--- src/rtl/seg_scan_ctrl.sv ---
// Time-multiplexed 7-segment scan controller with tear-free frame latching and anode dead-time.
// Optional leading-zero blanking is compiled in with `define SEG_SCAN_LZ_SUPPRESS_EN.
module seg_scan_ctrl #(
  parameter int NUM_DIGITS = 4,
  parameter int SCAN_DIV   = 50000,
  parameter int DEAD_CYC   = 16
) (
  input  logic                    clk,
  input  logic                    rst_n,
  input  logic                    en,
  input  logic                    load,
  input  logic [4*NUM_DIGITS-1:0] digits_in,
  input  logic [NUM_DIGITS-1:0]   blank_mask,
  output logic [6:0]              seg_out,
  output logic [NUM_DIGITS-1:0]   an_out,
  output logic                    frame_done
);

  localparam int CW = $clog2(SCAN_DIV);
  localparam int IW = $clog2(NUM_DIGITS);
  localparam int DW = 4 * NUM_DIGITS;
  localparam logic [CW-1:0] CNT_LAST = CW'(SCAN_DIV - 1);
  localparam logic [CW-1:0] DEAD     = CW'(DEAD_CYC);
  localparam logic [IW-1:0] IDX_LAST = IW'(NUM_DIGITS - 1);
  localparam logic [6:0]    SEG_OFF  = 7'b1111111;

  logic [CW-1:0]         cnt_reg, cnt_next;
  logic [IW-1:0]         idx_reg, idx_next;
  logic [DW-1:0]         pend_reg, pend_next;
  logic                  pend_valid_reg, pend_valid_next;
  logic [DW-1:0]         active_reg, active_next;
  logic [6:0]            seg_reg, seg_next;
  logic [NUM_DIGITS-1:0] an_reg, an_next;
  logic                  fd_reg, fd_next;
  logic                  slot_end, wrap;

  logic [3:0]            nib [NUM_DIGITS];
  logic [NUM_DIGITS-1:0] onehot;
  logic [NUM_DIGITS-1:0] sup;
  logic [3:0]            cur_nib;
  logic [6:0]            dec;
  logic                  dig_off;

  always_comb begin
    slot_end        = en && (cnt_reg == CNT_LAST);
    wrap            = slot_end && (idx_reg == IDX_LAST);
    cnt_next        = cnt_reg;
    idx_next        = idx_reg;
    if (en) begin
      if (slot_end) begin
        cnt_next = '0;
        idx_next = wrap ? '0 : idx_reg + 1'b1;
      end else begin
        cnt_next = cnt_reg + 1'b1;
      end
    end
    // A load on the wrap edge still hands the older pending value to active first.
    active_next     = (wrap && pend_valid_reg) ? pend_reg : active_reg;
    pend_next       = load ? digits_in : pend_reg;
    pend_valid_next = load || (pend_valid_reg && !wrap);
    fd_next         = wrap;
  end

  // Outputs are decoded from next-state so they move on the same edge as cnt/idx.
  for (genvar gi = 0; gi < NUM_DIGITS; gi++) begin : g_digit
    assign nib[gi]    = active_next[4*gi +: 4];
    assign onehot[gi] = (idx_next == IW'(gi));
  end

`ifdef SEG_SCAN_LZ_SUPPRESS_EN
  always_comb begin
    logic run;
    sup = '0;
    run = 1'b1;
    for (int i = NUM_DIGITS - 1; i > 0; i--) begin
      run    = run && (nib[i] == 4'd0);
      sup[i] = run;
    end
  end
`else
  assign sup = '0;
`endif

  always_comb begin
    cur_nib = nib[idx_next];
    dig_off = blank_mask[idx_next] || sup[idx_next];
    case (cur_nib)
      4'd0:    dec = 7'b0000001;
      4'd1:    dec = 7'b1001111;
      4'd2:    dec = 7'b0010010;
      4'd3:    dec = 7'b0000110;
      4'd4:    dec = 7'b1001100;
      4'd5:    dec = 7'b0100100;
      4'd6:    dec = 7'b0100000;
      4'd7:    dec = 7'b0001111;
      4'd8:    dec = 7'b0000000;
      4'd9:    dec = 7'b0000100;
      default: dec = SEG_OFF;
    endcase
    seg_next = SEG_OFF;
    an_next  = '1;
    if (en) begin
      seg_next = dig_off ? SEG_OFF : dec;
      if (!dig_off && (cnt_next >= DEAD)) an_next = ~onehot;
    end
  end

  always_ff @(posedge clk) begin
    if (!rst_n) begin
      cnt_reg        <= '0;
      idx_reg        <= '0;
      pend_reg       <= '0;
      pend_valid_reg <= 1'b0;
      active_reg     <= '0;
      seg_reg        <= SEG_OFF;
      an_reg         <= '1;
      fd_reg         <= 1'b0;
    end else begin
      cnt_reg        <= cnt_next;
      idx_reg        <= idx_next;
      pend_reg       <= pend_next;
      pend_valid_reg <= pend_valid_next;
      active_reg     <= active_next;
      seg_reg        <= seg_next;
      an_reg         <= an_next;
      fd_reg         <= fd_next;
    end
  end

  assign seg_out    = seg_reg;
  assign an_out     = an_reg;
  assign frame_done = fd_reg;

endmodule

--- config.mk ---
export PLATFORM = sky130hd
export DESIGN_NAME = seg_scan_ctrl
export DESIGN_NICKNAME = d
export VERILOG_FILES = /design/src/rtl/seg_scan_ctrl.sv
export SDC_FILE = /design/constraint.sdc
export NUM_CORES = 1
export LEC_CHECK = 0
export BUFFER_PORTS_ARGS = -buffer_cell sky130_fd_sc_hd__buf_4
export CAP_MARGIN = 0
export CORE_MARGIN = 1.5
export CORE_UTILIZATION = 58
export DETAILED_ROUTE_END_ITERATION = 8
export HOLD_SLACK_MARGIN = 0.05
export PLACE_DENSITY = 0.84
export SLEW_MARGIN = 0
export SYNTH_ARGS = -nofsm -noshare
export SYNTH_HDL_FRONTEND = slang
export SYNTH_SLANG_ARGS = --single-unit
--- constraint.sdc ---
create_clock -name clk -period 3.5 [get_ports clk]
set_input_delay 0.175 -clock clk [delete_from_list [all_inputs] [get_ports clk]]
set_output_delay 0.175 -clock clk [all_outputs]
set_load 0.005 [all_outputs]
Word level (Yosys, flattened, before mapping) --
Memories as Yosys holds them, arrays and structs flattened. A register that Yosys moved wholly into a read port is not among the register bits. Cells that the tools add are included. Widths: inputs -> output; s select.
Operators by class: add/sub/neg operators 2, magnitude comparators 3, eq/ne operators 5, muxes and demuxes 13, bitwise logic cells 4, reductions and logical operators 12
Operator list (count):
- $mux 16 | 3
- $add 16x1->16 const B | 1
- $eq 16x16->1 const B | 1
- $ge 16x5->1 const B | 1
- $bmux 4 s2 | 1
- $mux 4 | 2
- $eq 2x2->1 const B | 3
- $mux 2 | 3
- $logic_and 1x1->1 | 5
- $bmux 1 s2 | 2
- $not 4->4 | 1
- $ge 3x3->1 const B | 1
- $lt 2x3->1 const B | 1
- $not 2->3 | 1
- $reduce_and 3->1 | 1
- $reduce_or 3->1 | 1
- $add 2x1->2 const B | 1
- $eq 2x1->1 const B | 1
- $logic_not 1->1 | 2
- $logic_not 2->1 | 1
- $logic_or 1x1->1 | 2
- $mux 1 | 2
- $not 1->1 | 2
Word-level totals: register bits 56, bits in read-only memories 112, input bits 24, output and inout port bits 12, logic and storage cells 47, memories 1
Memories:
- (no name shown) | depth 16, bits a word 7, read ports 1, clocked after Yosys merged registers in 1, write ports 0, line 87 | case (cur_nib)

Depth between registers and ports, before layout --
Gate-level depths: netlist of run 1.
depth after elaboration 12, mapped depth 15

Worst setup path before layout of run 1 --
OpenSTA, ideal clock, no wires.
path type reg-to-reg, start point reg cnt_reg[0], end point reg seg_reg[3] (netlist: seg_out[3]), setup time 0.135 ns, arrival 2.628 ns, required time 3.365 ns, path slack 0.737 ns, cell stages (with the launch flop) 15, period minus slack after synthesis 2.763 ns, path through dfxtp_1 ha_1 and4_4 buf_6 nand4_4 mux2_2 and2_1 a22oi_1 and3_1 buf_2 inv_1 ha_1 inv_1 mux2i_1 o211ai_1
Between the ends: longest elaborated chain between the ends 10, elaborated cells between the ends (all ways) 18
RTL lines:
- start: declaration | line 27 | logic [CW-1:0] cnt_reg, cnt_next;
- start signal: assignment | line 119 | cnt_reg <= cnt_next;
- $eq 16x16->1 * | line 45 | slot_end = en && (cnt_reg == CNT_LAST);
- $logic_and 1x1->1 * | line 45
- $logic_and 1x1->1 | line 46 | wrap = slot_end && (idx_reg == IDX_LAST);
- $mux 2 | line 52 | idx_next = wrap ? '0 : idx_reg + 1'b1;
- $mux 2 | line 50 | if (slot_end) begin
- $mux 2 | line 49 | if (en) begin
- $bmux 1 s2 / $not 2->3 (equally long branches) | line 86, 85
- $mux 1 (implied by the code) / $bmux 4 s2 (equally long branches) | line 86, 85
- $logic_or 1x1->1 / $mux 4 (equally long branches) | line 86, 85
- $reduce_or 3->1 (no source line) / $mux 4 (equally long branches)
- end: declaration | line 32 | logic [6:0] seg_reg, seg_next;
Mark *: on every way between the ends. The rest lies on a longest branch, timed or not. The select of a mux whose other input is x is not followed. A chain may end at the register's enable or synchronous reset.

Worst setup path after layout of run 1 --
Same ends and word-level chain as after synthesis.

==> results of run 1 <==
-- synthesized netlist by cell type, types with 4 or more instances --
library cell / number
and2b_1: 5
inv_1: 12
nand2_1: 19
buf_2: 4
a22oi_1: 4
clkbuf_1: 6
o211ai_1: 9
ha_1: 9
and3_1: 5
buf_6: 4
xnor2_1: 10
nor2_1: 21
nand3_1: 11
nor2b_1: 29
xor2_1: 8
dfxtp_1: 63
mux2i_1: 36
-- worst max-delay path, cell delays in order, from the launching register on --
cell      delay (ns)
dfxtp_1         0.44
ha_1            0.24
and4_4          0.28
nand4_4         0.20
o21a_2          0.39
and2_1          0.21
a22oi_1         0.15
and3_1          0.35
inv_1           0.13
ha_1            0.29
inv_1           0.05
mux2i_1         0.14
o211ai_1        0.09
-- where the power goes --
part	leakage [nW]	switching, mW	total, mW	internal [mW]
logic	0.791	0.0302	0.0712	0.0410
registers	0.513	0.00988	0.743	0.733
clock network	0.105	0.296	0.697	0.401
total	1.41	0.336	1.51	1.18
-- kinds of logic after synthesis --
group | after synthesis | synth area share
adders and majority gates | 9 | 0.03596
DFF | 63 | 0.4027
xor gates and xnor gates | 18 | 0.05034
and+or+nand+nor | 120 | 0.2273
muxes | 42 | 0.1466
buffers and inverters | 30 | 0.05793
AOI/OAI and AO/OA | 29 | 0.07911
-- layout make-up --
cell class / instances / area [sq um] / area share
Multi-Input combinational cell: 218 / 1689 / 0.4735
Sequential cell: 63 / 1261 / 0.3536
Timing Repair Buffer: 35 / 262.8 / 0.07366
Clock buffer: 9 / 123.9 / 0.03472
Clock inverter: 7 / 97.59 / 0.02736
Tap cell: 70 / 87.58 / 0.02455
Inverter: 12 / 45.04 / 0.01263
-- routing by layer --
metal | track usage | vias up | routed length (microns)
met5 | 0 | - | 0
met4 | 0.1056 | 0 | 105
met3 | 0.04671 | 8 | 222
met2 | 0.3259 | 55 | 2548
met1 | 0.2680 | 1012 | 2695
li1 | - | 1135 | -
-- path summary, 6_finish.rpt --
check	start	endpoint	slack [ns]	cells after the start
min reg2reg	pend_reg[14]$_SDFFE_PN0P_	pend_reg[14]$_SDFFE_PN0P_	0.52	2
min	digits_in[5]	pend_reg[5]$_SDFFE_PN0P_	0.08	3
max reg2reg	cnt_reg[0]$_SDFF_PN0_	seg_out[3]$_SDFF_PP1_	0.40	12
max	cnt_reg[0]$_SDFF_PN0_	seg_out[3]$_SDFF_PP1_	0.40	12
-- stage by stage --
stage | worst slack, ns | cell area, sq um | cells | util
2_1_floorplan | 0.7366 | 3132 | 311 | -
3_3_place_gp | 0.6016 | 3346 | 398 | 0.6468
3_5_place_dp | 0.4568 | 3346 | 398 | 0.6468
4_1_cts | 0.4167 | 3567 | 414 | 0.6896
5_1_grt | 0.1689 | 3567 | 414 | 0.6896
6_report | 0.3999 | 3567 | 414 | 0.6896
==> flow_summary.yaml, run 1 <==
clock_network:
  clockRootBuffer: "clkbuf_8"
  htree_num_levels: 3
  cts_buffers: 9
  cts.sinks: 63
  cts_tree: "built"
  cts_hold_buf: 0
  ctsResizeCount: 0
  post_cts_buffers: 0
  path_clk_slew_ns: 0.07
  clk_latency_ns: 0.35
  cts_max_path_buffers: 2
synthesis:
  synth_area_leaders: "dfxtp_1 40%, mux2i_1 12%, nor2b_1 5.8%"
  synth_cells: 311
  synthFlopType: "dfxtp_1"
  synth-edff-count: 0
  synth-seq-cells: 63
  syn-mean-instance-area_sq_um: 10.07
  async_flop_share: 0
  syn_nets: 344
  synth_top_cell_by_area: "dfxtp_1"
  syn_area_sq_um: 3132
  post-synth-top-area-fraction: 0.4027
  netlist-cell-type-count: 57
  synth_warnings: 0
  ys_seq_area_frac: 0.4027
power:
  irDropWorstVdd_mv: 0.4689
  p_leak_nw: 1.409
  power.density_nw_per_um2: 423.7
  finalPower_mw: 1.511
global_route:
  grt_max_degree: 42
  grt_first_pass_wirelength_microns: 9591
  gr-total-overflow: 0
  grt_usage: 0.2078
  grt_pass1_vias: 2087
  antenna_found_initial: 0
worst_setup_path:
  path_class: "reg -> reg"
  arrival_ns: 3.32
  cp-end-kind: "register"
  crit_path_start_kind: "register"
  required_ns: 3.72
  crit_fanout: 15
sta:
  setup_tns_ns: 0
  rsz0062_at_grt: "false"
  fin_crit_sh: 0.8858
  slew_viol_final: 0
  holdWs_ns: 0.08025
  finalClockSkew_ns: 0.007643
  relSlewSlack: 0.5231
  fmax_mhz: 322.6
  hold_viol: 0
  worst_slew_pin_slew_ns: 0.7088
  setup_viol: 0
  period_minus_slack_ns: 3.100
floorplanning:
  dieArea_sq_um: 5849
  die_w_microns: 76.48
  io_pins: 36
  num_rows: 26
  initial_utilization: 0.6055
  core_sq_um: 5172
  die_h_microns: 76.48
finish:
  layout_commonest_cell: "dfxtp_1"
  nFillCells: 417
  drive_above_1_share: 0.2064
  finalNetCount: 372
  diodes: 0
  final_cell_mix: "63 x dfxtp_1, 36 x mux2i_1, 35 x buf_4"
  areaGrowthSynthToFinish_pct: 13.90
detailed_routing:
  drtPass1Iterations: 4
  avgViaCountPerCell: 5.338
  wl_per_cell_microns: 13.46
  routed-via-count: 2210
  routed_wl_microns: 5572
  postRouteAntennaNets: 0
  route.detailed.drc: 0
  drt-initial-drc-count: 100
place:
  portBuffers: 35
  dpl.hpwl_microns: 4014
  place_congestion: 0.8185
run_status:
  status: "complete, no violations"
flow_run:
  drv_cap: 0
min_path:
  hold_path_class: "in -> reg"
Power figures use the tool's default switching activity.
==> run 2, diff against run 1 <==
--- a/config.mk
+++ b/config.mk
@@ -7,11 +7,13 @@
 export LEC_CHECK = 0
 export BUFFER_PORTS_ARGS = -buffer_cell sky130_fd_sc_hd__buf_4
 export CAP_MARGIN = 0
+export CELL_PAD_IN_SITES_DETAIL_PLACEMENT = 1
+export CELL_PAD_IN_SITES_GLOBAL_PLACEMENT = 2
 export CORE_MARGIN = 1.5
-export CORE_UTILIZATION = 58
+export CORE_UTILIZATION = 30
 export DETAILED_ROUTE_END_ITERATION = 8
 export HOLD_SLACK_MARGIN = 0.05
-export PLACE_DENSITY = 0.84
+export PLACE_DENSITY = 0.71
 export SLEW_MARGIN = 0
 export SYNTH_ARGS = -nofsm -noshare
 export SYNTH_HDL_FRONTEND = slang
==> flow_summary.yaml, run 2 (same netlist as run 1, synthesis figures left out) <==
clock_network:
  cts.sinks: 63
  htree_num_levels: 3
  cts_buffers: 9
  clockRootBuffer: "clkbuf_8"
  ctsResizeCount: 0
  cts_hold_buf: 0
  clk_latency_ns: 0.34
  path_clk_slew_ns: 0.07
  post_cts_buffers: 0
  cts_tree: "built"
  cts_max_path_buffers: 2
sta:
  period_minus_slack_ns: 3.086
  timing.final.ws_setup_ns: 0.4143
  setup_tns_ns: 0
  fmax_mhz: 324.1
  slew_viol_final: 0
  hold_viol: 0
  rsz0062_at_grt: "false"
  finalClockSkew_ns: 0.009322
  worst_slew_pin_slew_ns: 0.7277
  relSlewSlack: 0.5112
  fin_crit_sh: 0.8816
  setup_viol: 0
global_route:
  gr-total-overflow: 0
  grt_pass1_vias: 2260
  antenna_found_initial: 0
  busiest_layer: "met2"
  grt_first_pass_wirelength_microns: 11300
  grt_use_met3: 0.03182
  grt_max_degree: 42
  grt_usage: 0.1299
  use_met2: 0.2082
  grtUsageMet1: 0.1699
detailed_routing:
  routed-via-count: 2251
  routed_wl_microns: 6774
  wl_per_cell_microns: 14.08
  drtPass1Iterations: 4
  avgViaCountPerCell: 4.680
  postRouteAntennaNets: 0
  drt-initial-drc-count: 54
  route.detailed.drc: 0
worst_setup_path:
  cp-end-kind: "register"
  crit_end: "seg_out[3]$_SDFF_PP1_"
  crit_path_start_kind: "register"
  r2r-start: "cnt_reg[0]$_SDFF_PN0_"
  arrival_ns: 3.29
  r2r_slack_ns: 0.41
  crit_fanout: 16
  cp-startpoint: "cnt_reg[0]$_SDFF_PN0_"
  regToRegEndpoint: "seg_out[3]$_SDFF_PP1_"
  required_ns: 3.70
  path_class: "reg -> reg"
  reg2reg_depth: 12
place:
  pre_cts_ws_ns: 0.4037
  place_congestion: 0.7322
  dpl.hpwl_microns: 4926
  portBuffers: 35
  dp_cells: 465
finish:
  finalNetCount: 373
  diodes: 0
  areaGrowthSynthToFinish_pct: 16.74
  drive_above_1_share: 0.2087
  final_cell_mix: "63 x dfxtp_1, 36 x mux2i_1, 36 x buf_4"
  fin_cells: 481
  layout_commonest_cell: "dfxtp_1"
floorplanning:
  die_h_microns: 105.2
  dieArea_sq_um: 11060
  io_pins: 36
  die_w_microns: 105.2
  initial_utilization: 0.3061
  num_rows: 37
  core_sq_um: 10230
min_path:
  hold_path_class: "in -> reg"
power:
  pwr-share-comb: 0.048
  switching_share: 0.2309
  irDropWorstVdd_mv: 0.2418
  seqPwrFrac: 0.486
  p_int_mw: 1.176
  netSwitchingPower_mw: 0.3529
  p_clk_frac: 0.466
  p_leak_nw: 1.411
  power.density_nw_per_um2: 418.1
flow_run:
  drv_cap: 0
run_status:
  status: "complete, no violations"
run 2: power groups by stage:
stage / clock network (mW) / registers [mW] / logic (mW)
2_1_floorplan: 0 / 0.756 / 0.0426
3_3_place_gp: 0 / 0.760 / 0.0735
3_5_place_dp: 0 / 0.760 / 0.0750
4_1_cts: 0.729 / 0.743 / 0.0750
5_1_grt: 0.761 / 0.745 / 0.0812
6_report: 0.713 / 0.743 / 0.0730
run 2: worst min path at each step:
stage | end | start | slack (ns) | cells after the start
6_report | pend_reg[12]$_SDFFE_PN0P_ | digits_in[12] | 0.09 | 3
5_1_grt | pend_reg[8]$_SDFFE_PN0P_ | digits_in[8] | 0.09 | 3
4_1_cts | pend_reg[0]$_SDFFE_PN0P_ | digits_in[0] | 0.08 | 3
3_5_place_dp | pend_reg[2]$_SDFFE_PN0P_ | digits_in[2] | 0.44 | 3
3_3_place_gp | pend_reg[1]$_SDFFE_PN0P_ | digits_in[1] | 0.43 | 3
2_1_floorplan | pend_reg[0]$_SDFFE_PN0P_ | digits_in[0] | 0.34 | 2
run 2: routing by layer:
metal  share of wire  up-vias  wire (microns)
li1                -     1132               -
met1            0.50     1084            3363
met2            0.47       28            3155
met3           0.028        7             187
met4           0.010        0              68
met5               0        -               0
run 2: stage by stage:
step / power (mW) / hold slack (ns) / area (sq um) / util
2_1_floorplan: 0.7991 / 0.3444 / 3132 / -
3_3_place_gp: 0.8332 / 0.4305 / 3436 / 0.3358
3_5_place_dp: 0.8350 / 0.4410 / 3436 / 0.3358
4_1_cts: 1.547 / 0.08117 / 3656 / 0.3573
5_1_grt: 1.588 / 0.08741 / 3656 / 0.3573
6_report: 1.529 / 0.09348 / 3656 / 0.3573
run 2: final cells by class:
type	count	area, sq um
clock inverters	7	96.34
inverters	12	45.04
well taps	136	170.2
multi-input cells	218	1689
fillers	1159	6575
flip-flops and latches	63	1261
repair buffers	36	270.3
clock buffers	9	123.9
run 2: worst max-delay path, cell delays in order (launching register included):
cell	delay, ns
dfxtp_1	0.42
ha_1	0.22
and4_4	0.28
and4_1	0.24
and3_4	0.39
mux2i_1	0.14
a22oi_1	0.19
and3_1	0.37
inv_1	0.13
ha_1	0.30
inv_1	0.05
mux2i_1	0.12
o211ai_1	0.09
